[src/rtl/dmem_arbiter_pkg.sv]
// Shared constants and types for the data-memory arbiter.
//   NUM_PORTS   number of requesters (core LSU and debug loader)
//   PORT_CORE   requester index of the core load/store unit
//   PORT_DBG    requester index of the debug/program loader
//   LOCK_MAX    longest run of consecutive grants one lock may hold
//   *_DEF       default widths and memory depth
package dmem_arb_pkg;

   localparam int unsigned NUM_PORTS  = 2;
   localparam int unsigned PORT_CORE  = 0;
   localparam int unsigned PORT_DBG   = 1;
   localparam int unsigned LOCK_MAX   = 4;
   localparam int unsigned DATA_W_DEF = 32;
   localparam int unsigned ADDR_W_DEF = 32;
   localparam int unsigned DEPTH_DEF  = 32;

   // cnt counts grants already taken under the lock, minus one.
   typedef struct packed {
      logic       valid;
      logic       port;
      logic [1:0] cnt;
   } lock_t;

   localparam lock_t LOCK_NONE = '{valid: 1'b0, port: 1'b0, cnt: 2'd0};

   function automatic logic [NUM_PORTS-1:0] onehot2(input logic port);
      return port ? 2'b10 : 2'b01;
   endfunction

endpackage

[src/rtl/dmem_arbiter_if.sv]
// Bundle of requester-side and memory-side signals for dmem_arbiter.
//   req_i/we_i/lock_i       per-port request, write enable, lock
//   addr0_i/addr1_i         per-port word address
//   wd0_i/wd1_i             per-port write data
//   gnt_o/rvalid_o/err_o    per-port grant and response pulses
//   rdata_o                 shared read data
//   mem_addr_o/mem_wd_o/mem_we_o/mem_rd_i   memory pins
// Modports: slave = arbiter side, master = requester/memory environment side.
interface dmem_arbiter_if
   import dmem_arb_pkg::*;
#(
   parameter int unsigned DATA_W = DATA_W_DEF,
   parameter int unsigned ADDR_W = ADDR_W_DEF
) ();

   logic [NUM_PORTS-1:0] req_i;
   logic [NUM_PORTS-1:0] we_i;
   logic [NUM_PORTS-1:0] lock_i;
   logic [ADDR_W-1:0]    addr0_i;
   logic [ADDR_W-1:0]    addr1_i;
   logic [DATA_W-1:0]    wd0_i;
   logic [DATA_W-1:0]    wd1_i;
   logic [NUM_PORTS-1:0] gnt_o;
   logic [NUM_PORTS-1:0] rvalid_o;
   logic [NUM_PORTS-1:0] err_o;
   logic [DATA_W-1:0]    rdata_o;
   logic [ADDR_W-1:0]    mem_addr_o;
   logic [DATA_W-1:0]    mem_wd_o;
   logic                 mem_we_o;
   logic [DATA_W-1:0]    mem_rd_i;

   modport slave (
      input  req_i, we_i, lock_i, addr0_i, addr1_i, wd0_i, wd1_i, mem_rd_i,
      output gnt_o, rvalid_o, err_o, rdata_o, mem_addr_o, mem_wd_o, mem_we_o
   );

   modport master (
      output req_i, we_i, lock_i, addr0_i, addr1_i, wd0_i, wd1_i, mem_rd_i,
      input  gnt_o, rvalid_o, err_o, rdata_o, mem_addr_o, mem_wd_o, mem_we_o
   );

endinterface

[src/rtl/dmem_arbiter_rr_arb2.sv]
// Two-input round-robin picker with lock override.
//   req_i        per-port request
//   lock_en_i    a lock is held and still has grants left
//   lock_port_i  port owning the lock
//   rr_ptr_i     favoured port when both request
//   gnt_o        one-hot or zero pick
module rr_arb2
   import dmem_arb_pkg::*;
(
   input  logic [NUM_PORTS-1:0] req_i,
   input  logic                 lock_en_i,
   input  logic                 lock_port_i,
   input  logic                 rr_ptr_i,
   output logic [NUM_PORTS-1:0] gnt_o
);

   always_comb begin
      gnt_o = '0;
      if (lock_en_i && req_i[lock_port_i]) begin
         gnt_o = onehot2(lock_port_i);
      end else begin
         case (req_i)
            2'b01:   gnt_o = onehot2(1'(PORT_CORE));
            2'b10:   gnt_o = onehot2(1'(PORT_DBG));
            2'b11:   gnt_o = onehot2(rr_ptr_i);
            default: gnt_o = '0;
         endcase
      end
   end

endmodule

[src/rtl/dmem_arbiter.sv]
// Arbitrates the single-port data memory between the core LSU (port 0) and the
// debug loader (port 1). Round-robin with a bounded lock, bounds check against
// DEPTH, one-cycle registered read/error response.
//   clk   clock, all state on posedge
//   rst   synchronous active-high reset
//   bus   dmem_arbiter_if.slave: requester handshake, responses, memory pins
module dmem_arbiter
   import dmem_arb_pkg::*;
#(
   parameter int unsigned DATA_W = DATA_W_DEF,
   parameter int unsigned ADDR_W = ADDR_W_DEF,
   parameter int unsigned DEPTH  = DEPTH_DEF
) (
   input logic           clk,
   input logic           rst,
   dmem_arbiter_if.slave bus
);

   logic                 rr_ptr_q, rr_ptr_d;
   lock_t                lock_q, lock_d;
   logic [NUM_PORTS-1:0] rvalid_q, rvalid_d;
   logic [NUM_PORTS-1:0] err_q, err_d;
   logic [DATA_W-1:0]    rdata_q, rdata_d;

   logic [NUM_PORTS-1:0] pick, gnt;
   logic                 gnt_any, gnt_port, lock_en, sel_we, in_range, rd_ok;
   logic [ADDR_W-1:0]    sel_addr;
   logic [DATA_W-1:0]    sel_wd;

   // The last allowed grant of a lock run is cnt == LOCK_MAX-1; past that the
   // lock stops overriding round-robin.
   assign lock_en = lock_q.valid && (lock_q.cnt != 2'(LOCK_MAX - 1));

   rr_arb2 u_rr_arb2 (
      .req_i       (bus.req_i),
      .lock_en_i   (lock_en),
      .lock_port_i (lock_q.port),
      .rr_ptr_i    (rr_ptr_q),
      .gnt_o       (pick)
   );

   always_comb begin
      gnt      = rst ? '0 : pick;
      gnt_any  = |gnt;
      gnt_port = gnt[PORT_DBG];
      sel_addr = '0;
      sel_wd   = '0;
      sel_we   = 1'b0;
      if (gnt_any) begin
         sel_addr = gnt_port ? bus.addr1_i : bus.addr0_i;
         sel_wd   = gnt_port ? bus.wd1_i   : bus.wd0_i;
         sel_we   = bus.we_i[gnt_port];
      end
      in_range = sel_addr < ADDR_W'(DEPTH);
      rd_ok    = gnt_any && !sel_we && in_range;
   end

   assign bus.gnt_o      = gnt;
   assign bus.mem_addr_o = sel_addr;
   assign bus.mem_wd_o   = sel_wd;
   assign bus.mem_we_o   = gnt_any && sel_we && in_range;
   assign bus.rvalid_o   = rvalid_q;
   assign bus.err_o      = err_q;
   assign bus.rdata_o    = rdata_q;

   always_comb begin
      rr_ptr_d = rr_ptr_q;
      lock_d   = LOCK_NONE;
      rvalid_d = rd_ok ? gnt : '0;
      err_d    = (gnt_any && !in_range) ? gnt : '0;
      rdata_d  = rd_ok ? bus.mem_rd_i : '0;
      // No grant outside reset means nobody requests, so any lock is released.
      if (gnt_any) begin
         rr_ptr_d = ~gnt_port;
         if (bus.lock_i[gnt_port]) begin
            lock_d.valid = 1'b1;
            lock_d.port  = gnt_port;
            // Continue the run only when this grant came from the lock itself.
            lock_d.cnt   = (lock_en && (lock_q.port == gnt_port)) ? lock_q.cnt + 2'd1 : 2'd0;
         end
      end
   end

   always_ff @(posedge clk) begin
      if (rst) begin
         rr_ptr_q <= 1'b0;
         lock_q   <= LOCK_NONE;
         rvalid_q <= '0;
         err_q    <= '0;
         rdata_q  <= '0;
      end else begin
         rr_ptr_q <= rr_ptr_d;
         lock_q   <= lock_d;
         rvalid_q <= rvalid_d;
         err_q    <= err_d;
         rdata_q  <= rdata_d;
      end
   end

endmodule

[src/flat_wrapper.sv]
// flat-port wrapper written by rule: the top's interface ports become plain ports
module dmem_arbiter_flat import dmem_arb_pkg::*;
#(
   parameter int unsigned DATA_W = DATA_W_DEF,
   parameter int unsigned ADDR_W = ADDR_W_DEF,
   parameter int unsigned DEPTH  = DEPTH_DEF
)
  (clk, rst, bus_req_i, bus_we_i, bus_lock_i, bus_addr0_i, bus_addr1_i, bus_wd0_i, bus_wd1_i, bus_mem_rd_i, bus_gnt_o, bus_rvalid_o, bus_err_o, bus_rdata_o, bus_mem_addr_o, bus_mem_wd_o, bus_mem_we_o);
  dmem_arbiter_if #(.DATA_W(DATA_W), .ADDR_W(ADDR_W)) bus_i ();
  input logic clk;
  input logic rst;
  input wire logic [$bits(bus_i.req_i)-1:0] bus_req_i;
  input wire logic [$bits(bus_i.we_i)-1:0] bus_we_i;
  input wire logic [$bits(bus_i.lock_i)-1:0] bus_lock_i;
  input wire logic [$bits(bus_i.addr0_i)-1:0] bus_addr0_i;
  input wire logic [$bits(bus_i.addr1_i)-1:0] bus_addr1_i;
  input wire logic [$bits(bus_i.wd0_i)-1:0] bus_wd0_i;
  input wire logic [$bits(bus_i.wd1_i)-1:0] bus_wd1_i;
  input wire logic [$bits(bus_i.mem_rd_i)-1:0] bus_mem_rd_i;
  output wire logic [$bits(bus_i.gnt_o)-1:0] bus_gnt_o;
  output wire logic [$bits(bus_i.rvalid_o)-1:0] bus_rvalid_o;
  output wire logic [$bits(bus_i.err_o)-1:0] bus_err_o;
  output wire logic [$bits(bus_i.rdata_o)-1:0] bus_rdata_o;
  output wire logic [$bits(bus_i.mem_addr_o)-1:0] bus_mem_addr_o;
  output wire logic [$bits(bus_i.mem_wd_o)-1:0] bus_mem_wd_o;
  output wire logic [$bits(bus_i.mem_we_o)-1:0] bus_mem_we_o;
  assign bus_i.req_i = bus_req_i;
  assign bus_i.we_i = bus_we_i;
  assign bus_i.lock_i = bus_lock_i;
  assign bus_i.addr0_i = bus_addr0_i;
  assign bus_i.addr1_i = bus_addr1_i;
  assign bus_i.wd0_i = bus_wd0_i;
  assign bus_i.wd1_i = bus_wd1_i;
  assign bus_i.mem_rd_i = bus_mem_rd_i;
  assign bus_gnt_o = bus_i.gnt_o;
  assign bus_rvalid_o = bus_i.rvalid_o;
  assign bus_err_o = bus_i.err_o;
  assign bus_rdata_o = bus_i.rdata_o;
  assign bus_mem_addr_o = bus_i.mem_addr_o;
  assign bus_mem_wd_o = bus_i.mem_wd_o;
  assign bus_mem_we_o = bus_i.mem_we_o;
  dmem_arbiter #(.DATA_W(DATA_W), .ADDR_W(ADDR_W), .DEPTH(DEPTH)) u_core (.clk(clk), .rst(rst), .bus(bus_i));
endmodule
[config.mk]
export PLATFORM = sky130hd
export DESIGN_NAME = dmem_arbiter_flat
export DESIGN_NICKNAME = d
export VERILOG_FILES = /design/src/rtl/dmem_arbiter_pkg.sv /design/src/rtl/dmem_arbiter_if.sv /design/src/rtl/dmem_arbiter_rr_arb2.sv /design/src/rtl/dmem_arbiter.sv /design/src/flat_wrapper.sv
export SDC_FILE = /design/constraint.sdc
export NUM_CORES = 1
export LEC_CHECK = 0
export CELL_PAD_IN_SITES_DETAIL_PLACEMENT = 1
export CELL_PAD_IN_SITES_GLOBAL_PLACEMENT = 2
export CORE_MARGIN = 5
export CORE_UTILIZATION = 13
export DETAILED_ROUTE_END_ITERATION = 8
export PLACE_DENSITY = 0.81
export RECOVER_POWER = 100
export SLEW_MARGIN = 15
export SYNTH_ARGS = -nofsm -noshare
export SYNTH_HDL_FRONTEND = slang
export SYNTH_SLANG_ARGS = --single-unit
[constraint.sdc]
create_clock -name clk -period 6.2 [get_ports clk]
set_input_delay 1.86 -clock clk [delete_from_list [all_inputs] [get_ports clk]]
set_output_delay 1.86 -clock clk [all_outputs]
set_load 0.005 [all_outputs]
==> flow_metrics.env, run 1 <==
export IMPL_die_area_sq_um=20900
export IMPL_irDropWorstVdd_mv=0.08493
export IMPL_fp_coreArea_sq_um=17900
export IMPL_whs_ns=0.4273
export IMPL_worstMarginPinSlew_ns=2.031
export IMPL_grt_pass1_vias=3670
export IMPL_finalWeightedCongestion=0.7740
export IMPL_worstPathArrival_ns=4.23
export IMPL_via_per_inst=4.166
export IMPL_async_flop_share=0
export IMPL_start_util=0.1315
export IMPL_first_iter_violations=39
export IMPL_critical_path_class="input port to primary output"
export IMPL_hold_viol=0
export IMPL_syn_cell_area_sq_um=2355
export IMPL_firstDrtPassIters=4
export IMPL_worstPathRequired_ns=4.34
export IMPL_htreeDepth=2
export IMPL_cts_tree="done"
export IMPL_synth_top_family_by_area="compound AO/OA/AOI/OAI gates"
export IMPL_finalPower_mw=0.8891
export IMPL_placedInstanceArea_sq_um=5472
export IMPL_reg2reg_depth=11
export IMPL_rsz0062_at_grt="no"
export IMPL_vias=3237
export IMPL_place_ws_ns=-0.5484
export IMPL_start_kind="input port"
export IMPL_max_cap_violations=1
export IMPL_dp_hpwl_mm=11.36
export IMPL_synthCells=264
export IMPL_cts_buffers=5
export IMPL_layoutNonFillerInstCount=777
export IMPL_clock_sinks=41
export IMPL_drv_slew=37
export IMPL_final_cell_area_sq_um=5579
export IMPL_grt_pass1_wl_mm=19.98
export IMPL_num_rows=49
export IMPL_crit_path_max_fanout=2
export IMPL_post_drt_wl_per_cell_microns=17.70
export IMPL_track_usage=0.1215
export IMPL_outcome="finished with violations"
export IMPL_violations="max-capacitance violations, max-slew violations"
export IMPL_multi_input_area_sq_um=1334
export IMPL_ys_warn_count=0
export IMPL_leakage_nw=2.186
export IMPL_synth_xor_area_frac=0
export IMPL_synth_fp_nets=433
export IMPL_grt_max_degree=52
export IMPL_cts_clk_slew_worst_paths_ns=0.06
export IMPL_clk_path_buf_depth=2
export IMPL_drcViolationCount=0
export IMPL_critical_path_endpoint_type="primary output"
export IMPL_setup_violations=0
export IMPL_timing_fmax_mhz=164.1
export IMPL_synth_edf_count=0
export IMPL_io_pins=271
export IMPL_post_cts_setup_buffers=0
export IMPL_ys_flop_type="dfxtp_1"
export IMPL_layout_drive_gt1_share=0.1243
export IMPL_setup_tns_final_ns=0
export IMPL_portBuffers=270
export IMPL_grt_overflow_total=0
export IMPL_fin_crit_sh=0.9826
export IMPL_place_inst=768
export IMPL_final_core_utilization=0.3116
export IMPL_layout_setup_ws_ns=0.1076
export IMPL_synthMuxAreaShare=0
export IMPL_ys_ff_latch=41
export IMPL_post_route_min_period_ns=6.092
export IMPL_antenna_found_initial=0
export IMPL_avgSynthCellArea_sq_um=8.920
export IMPL_synth_compound_area_frac=0.2885
export IMPL_root_buffer="clkbuf_16"
export IMPL_ant_nets=0
export IMPL_synth_distinct_cells=35
export IMPL_synthSimpleGateAreaFrac=0.2864
export IMPL_min_path_type="flop to flop"
export IMPL_die_w_microns=144.6
export IMPL_clk_insertion_delay_late_ns=0.28
export IMPL_drt_wl_total_mm=13.75
export IMPL_fill_cells=2079
export IMPL_p_per_area_nw_per_um2=159.4
export IMPL_skew_ns=0.004003
export IMPL_syn_to_final_growth_pct=136.9
export IMPL_yosys_area_share_adder=0.005313
export IMPL_whs_path_depth=1
export IMPL_layout_nets=715
export IMPL_yosysSeqAreaShare=0.3486
export IMPL_fp_dieH_microns=144.6
export IMPL_slew_headroom=-0.3541
export IMPL_register_area_sq_um=820.8
-- cell type report --
class / count / share of cell area
diodes: 1 / 0.0004485
clock buffers: 7 / 0.02557
clock inverters: 1 / 0.005382
inverters: 3 / 0.002018
multi-input cells: 192 / 0.2391
flip-flops and latches: 41 / 0.1471
well taps: 229 / 0.05136
repair buffers: 303 / 0.5290
-- path summary, 6_finish.rpt --
check	from	endpoint	slack, ns
worst max-delay path	bus_addr1_i[30]	bus_mem_we_o	0.11
worst min register to register	u_core.lock_q[0]	u_core.lock_q[0]	0.43
worst min-delay path	u_core.lock_q[0]	u_core.lock_q[0]	0.43
worst max register to register	u_core.lock_q[0]	u_core.bus.rdata_o[29]	2.41
-- what timing repair did --
action / in CTS / in global routing
endpoints found under the hold margin: 0 / 0
resized for setup: 14 / 7
hold buffers: 0 / 0
endpoints found under the setup margin: 4 / 1
pin swaps: 5 / 4
-- Yosys cell counts (2+ instances only) --
| master | instances | share of area |
|---|---|---|
| a22oi_1 | 13 | 0.041 |
| nor4_1 | 3 | 0.0080 |
| a21oi_1 | 4 | 0.0085 |
| o211a_1 | 2 | 0.0085 |
| a32o_1 | 2 | 0.0085 |
| nor3_1 | 5 | 0.011 |
| clkbuf_1 | 17 | 0.027 |
| dfxtp_1 | 41 | 0.35 |
| nor2_1 | 16 | 0.026 |
| nand2_1 | 40 | 0.064 |
| and2_1 | 3 | 0.0080 |
| or4_1 | 4 | 0.013 |
| buf_6 | 6 | 0.029 |
| nor3_2 | 30 | 0.13 |
| inv_1 | 2 | 0.0032 |
| a41oi_1 | 2 | 0.0074 |
| o21a_1 | 2 | 0.0064 |
| a22o_1 | 48 | 0.18 |
| buf_2 | 5 | 0.011 |
| nor2b_1 | 4 | 0.011 |
-- metal layers --
layer / vias up / global-route usage / share of wire
li1: 1544 / - / -
met2: 168 / 0.2226 / 0.51
met1: 1506 / 0.1298 / 0.36
met3: 19 / 0.04398 / 0.10
met5: - / 0 / 0
met4: 0 / 0.03731 / 0.022
-- cell usage in the layout, fill, tap and decap left out, types with 2 or more instances in the layout --
cell type          n
dfxtp_1           41
nand2_1           40
clkbuf_16          5
a22oi_1           13
dlygate4sd3_1     52
or4_4              4
dlygate4sd2_1      3
clkbuf_1           2
buf_4             29
dlymetal6s2s_1     2
clkbuf_4           2
a32o_1             3
nor3_1            20
nor4_1             3
a41oi_1            2
nor2b_1            4
nor3_2            15
nor2_1            16
a21oi_1            4
a22o_1            48
clkdlybuf4s50_1  210
o21a_1             2
-- cells by family (layout without fill, tap and decap cells) --
logic type | after synthesis | after routing
simple gates | 110 | 110
buf+inv | 31 | 314
flops | 41 | 41
other cells | 0 | 1
fa+ha+maj | 1 | 1
compound gates | 81 | 81
-- report_power, final --
| part | leakage (nW) | switching (mW) | internal, mW |
|---|---|---|---|
| combinational | 1.77 | 0.121 | 0.197 |
| sequential | 0.331 | 0.00174 | 0.267 |
| clock | 0.0841 | 0.101 | 0.201 |
| total | 2.19 | 0.224 | 0.665 |
-- state kept, by name, indices dropped and copies added, names as in the netlist --
name,count
u_core.bus.rvalid_o,2
u_core.rr_ptr_q,1
u_core.lock_q,4
u_core.bus.err_o,2
u_core.bus.rdata_o,32
-- critical path: stages --
cell             delay (ns)
clkdlybuf4s50_1        0.43
or4_4                  0.49
o41ai_2                0.29
a21oi_1                0.13
or4_4                  0.54
nor3_2                 0.16
buf_4                  0.14
clkdlybuf4s15_2        0.20
Note: power is estimated with default switching activity, not from simulation.
==> run 2: changes to the inputs <==
--- a/config.mk
+++ b/config.mk
@@ -12,6 +12,7 @@
 export DETAILED_ROUTE_END_ITERATION = 8
 export PLACE_DENSITY = 0.81
 export RECOVER_POWER = 100
+export SKIP_CTS_REPAIR_TIMING = 1
 export SLEW_MARGIN = 15
 export SYNTH_ARGS = -nofsm -noshare
 export SYNTH_HDL_FRONTEND = slang
==> flow_metrics.env, run 2 (synthesis results as in run 1) <==
export IMPL_fill_cells=2072
export IMPL_hold_viol=0
export IMPL_grt_overflow_total=0
export IMPL_layout_drive_gt1_share=0.1243
export IMPL_worstMarginPinSlew_ns=1.974
export IMPL_largest_reg_flops=32
export IMPL_grt_max_degree=52
export IMPL_clk_path_buf_depth=2
export IMPL_fin_crit_sh=0.9802
export IMPL_cts_tree="done"
export IMPL_htreeDepth=2
export IMPL_die_area_sq_um=20900
export IMPL_final_core_utilization=0.3126
export IMPL_start_util=0.1315
export IMPL_clk_insertion_delay_late_ns=0.28
export IMPL_setup_violations=0
export IMPL_worstPathRequired_ns=4.34
export IMPL_fp_coreArea_sq_um=17900
export IMPL_firstDrtPassIters=4
export IMPL_path_buf_inv=3
export IMPL_portBuffers=270
export IMPL_track_usage=0.1212
export IMPL_cts_buffers=5
export IMPL_drcViolationCount=0
export IMPL_final_cell_area_sq_um=5595
export IMPL_finalWeightedCongestion=0.7740
export IMPL_worstPathArrival_ns=4.22
export IMPL_outcome="finished with violations"
export IMPL_slowest_stage="or4_4"
export IMPL_io_pins=271
export IMPL_drt_wl_total_mm=13.71
export IMPL_finalPower_mw=0.8826
export IMPL_max_cap_violations=1
export IMPL_num_rows=49
export IMPL_layout_nets=715
export IMPL_antenna_found_initial=0
export IMPL_grt_pass1_wl_mm=19.94
export IMPL_post_route_min_period_ns=6.077
export IMPL_start_kind="input port"
export IMPL_vias=3233
export IMPL_critical_path_endpoint_type="primary output"
export IMPL_leakage_nw=2.284
export IMPL_post_drt_wl_per_cell_microns=17.65
export IMPL_p_per_area_nw_per_um2=157.7
export IMPL_worst_path_most_repeated_cell="or4_4"
export IMPL_final_cell_mix="clkdlybuf4s50_1, dlygate4sd3_1, a22o_1"
export IMPL_die_w_microns=144.6
export IMPL_slew_headroom=-0.3161
export IMPL_fp_dieH_microns=144.6
export IMPL_drv_slew=37
export IMPL_placedInstanceArea_sq_um=5472
export IMPL_root_buffer="clkbuf_16"
export IMPL_critical_path_class="input port to primary output"
export IMPL_final_common_cell="clkdlybuf4s50_1"
export IMPL_rsz0062_at_grt="no"
export IMPL_clock_sinks=41
export IMPL_cts_clk_slew_worst_paths_ns=0.06
export IMPL_timing_fmax_mhz=164.5
export IMPL_first_iter_violations=51
export IMPL_irDropWorstVdd_mv=0.08443
export IMPL_syn_to_final_growth_pct=137.6
export IMPL_cp_cell_sequence="clkdlybuf4s50_1 > or4_4 > o41ai_2 > a21oi_1 > or4_4 > nor3_2 > buf_4 > dlymetal6s2s_1"
export IMPL_place_inst=768
export IMPL_violations="max-capacitance violations, max-slew violations"
export IMPL_crit_path_max_fanout=2
export IMPL_min_path_type="flop to flop"
export IMPL_layoutNonFillerInstCount=777
export IMPL_ant_nets=0
export IMPL_critPathMaxStageDelay_ns=0.54
export IMPL_skew_ns=0.004247
export IMPL_grt_pass1_vias=3670
export IMPL_via_per_inst=4.161
export IMPL_dp_hpwl_mm=11.36
export IMPL_crit_family="simple AND/OR/NAND/NOR gates"
run 2: changes by cell type in the layout (fill, tap and decap cells not counted), moves of 2 or more:
| cell | before | now |
|---|---|---|
| a22oi_2 | 0 | 4 |
| dlygate4sd3_1 | 52 | 87 |
| clkdlybuf4s50_1 | 210 | 180 |
| dlygate4sd2_1 | 3 | 0 |
| a22oi_1 | 13 | 9 |
| or4_4 | 4 | 2 |
run 2: power breakdown:
group / leakage [nW] / switching [mW] / internal [mW]
Clock: 0.0841 / 0.101 / 0.201
Combinational: 1.87 / 0.121 / 0.191
Sequential: 0.331 / 0.00174 / 0.267
Total: 2.28 / 0.223 / 0.659
run 2: path summary, 6_finish.rpt:
| check | startpoint | to | slack, ns | cells after the start |
|---|---|---|---|---|
| setup reg to reg | u_core.lock_q[0] | u_core.bus.rdata_o[12] | 2.25 | 9 |
| hold reg to reg | u_core.lock_q[0] | u_core.lock_q[0] | 0.43 | 1 |
| hold / removal | u_core.lock_q[0] | u_core.lock_q[0] | 0.43 | 1 |
| setup / recovery | bus_addr1_i[12] | bus_mem_we_o | 0.12 | 8 |
run 2: area by class of cell:
class / instances / area, sq um / share of cell area
antenna: 1 / 2.502 / 0.0004472
clock buffer: 7 / 142.6 / 0.02549
clock inverter: 1 / 30.03 / 0.005367
inverter: 3 / 11.26 / 0.002013
multi-input combinational: 192 / 1344 / 0.2402
sequential: 41 / 820.8 / 0.1467
tap: 229 / 286.5 / 0.05121
timing repair buffer: 303 / 2958 / 0.5286
run 2: per-layer routing:
layer,GRT usage,part of all wire,vias up
met3,0.04431,0.10,17
met1,0.1298,0.36,1502
li1,-,-,1544
met5,0,0,-
met2,0.2217,0.52,170
met4,0.03682,0.019,0
run 2: through the flow:
stage / setup slack [ns] / TNS, ns / hold slack, ns
after floorplan: 0.5189 / 0 / 0.3992
after global placement: -0.5221 / -0.5221 / 0.4105
after detailed placement: -0.5484 / -0.5544 / 0.4272
after CTS: -0.5508 / -0.5769 / 0.4356
after global routing: 0.008706 / 0 / 0.4757
final: 0.1226 / 0 / 0.4257
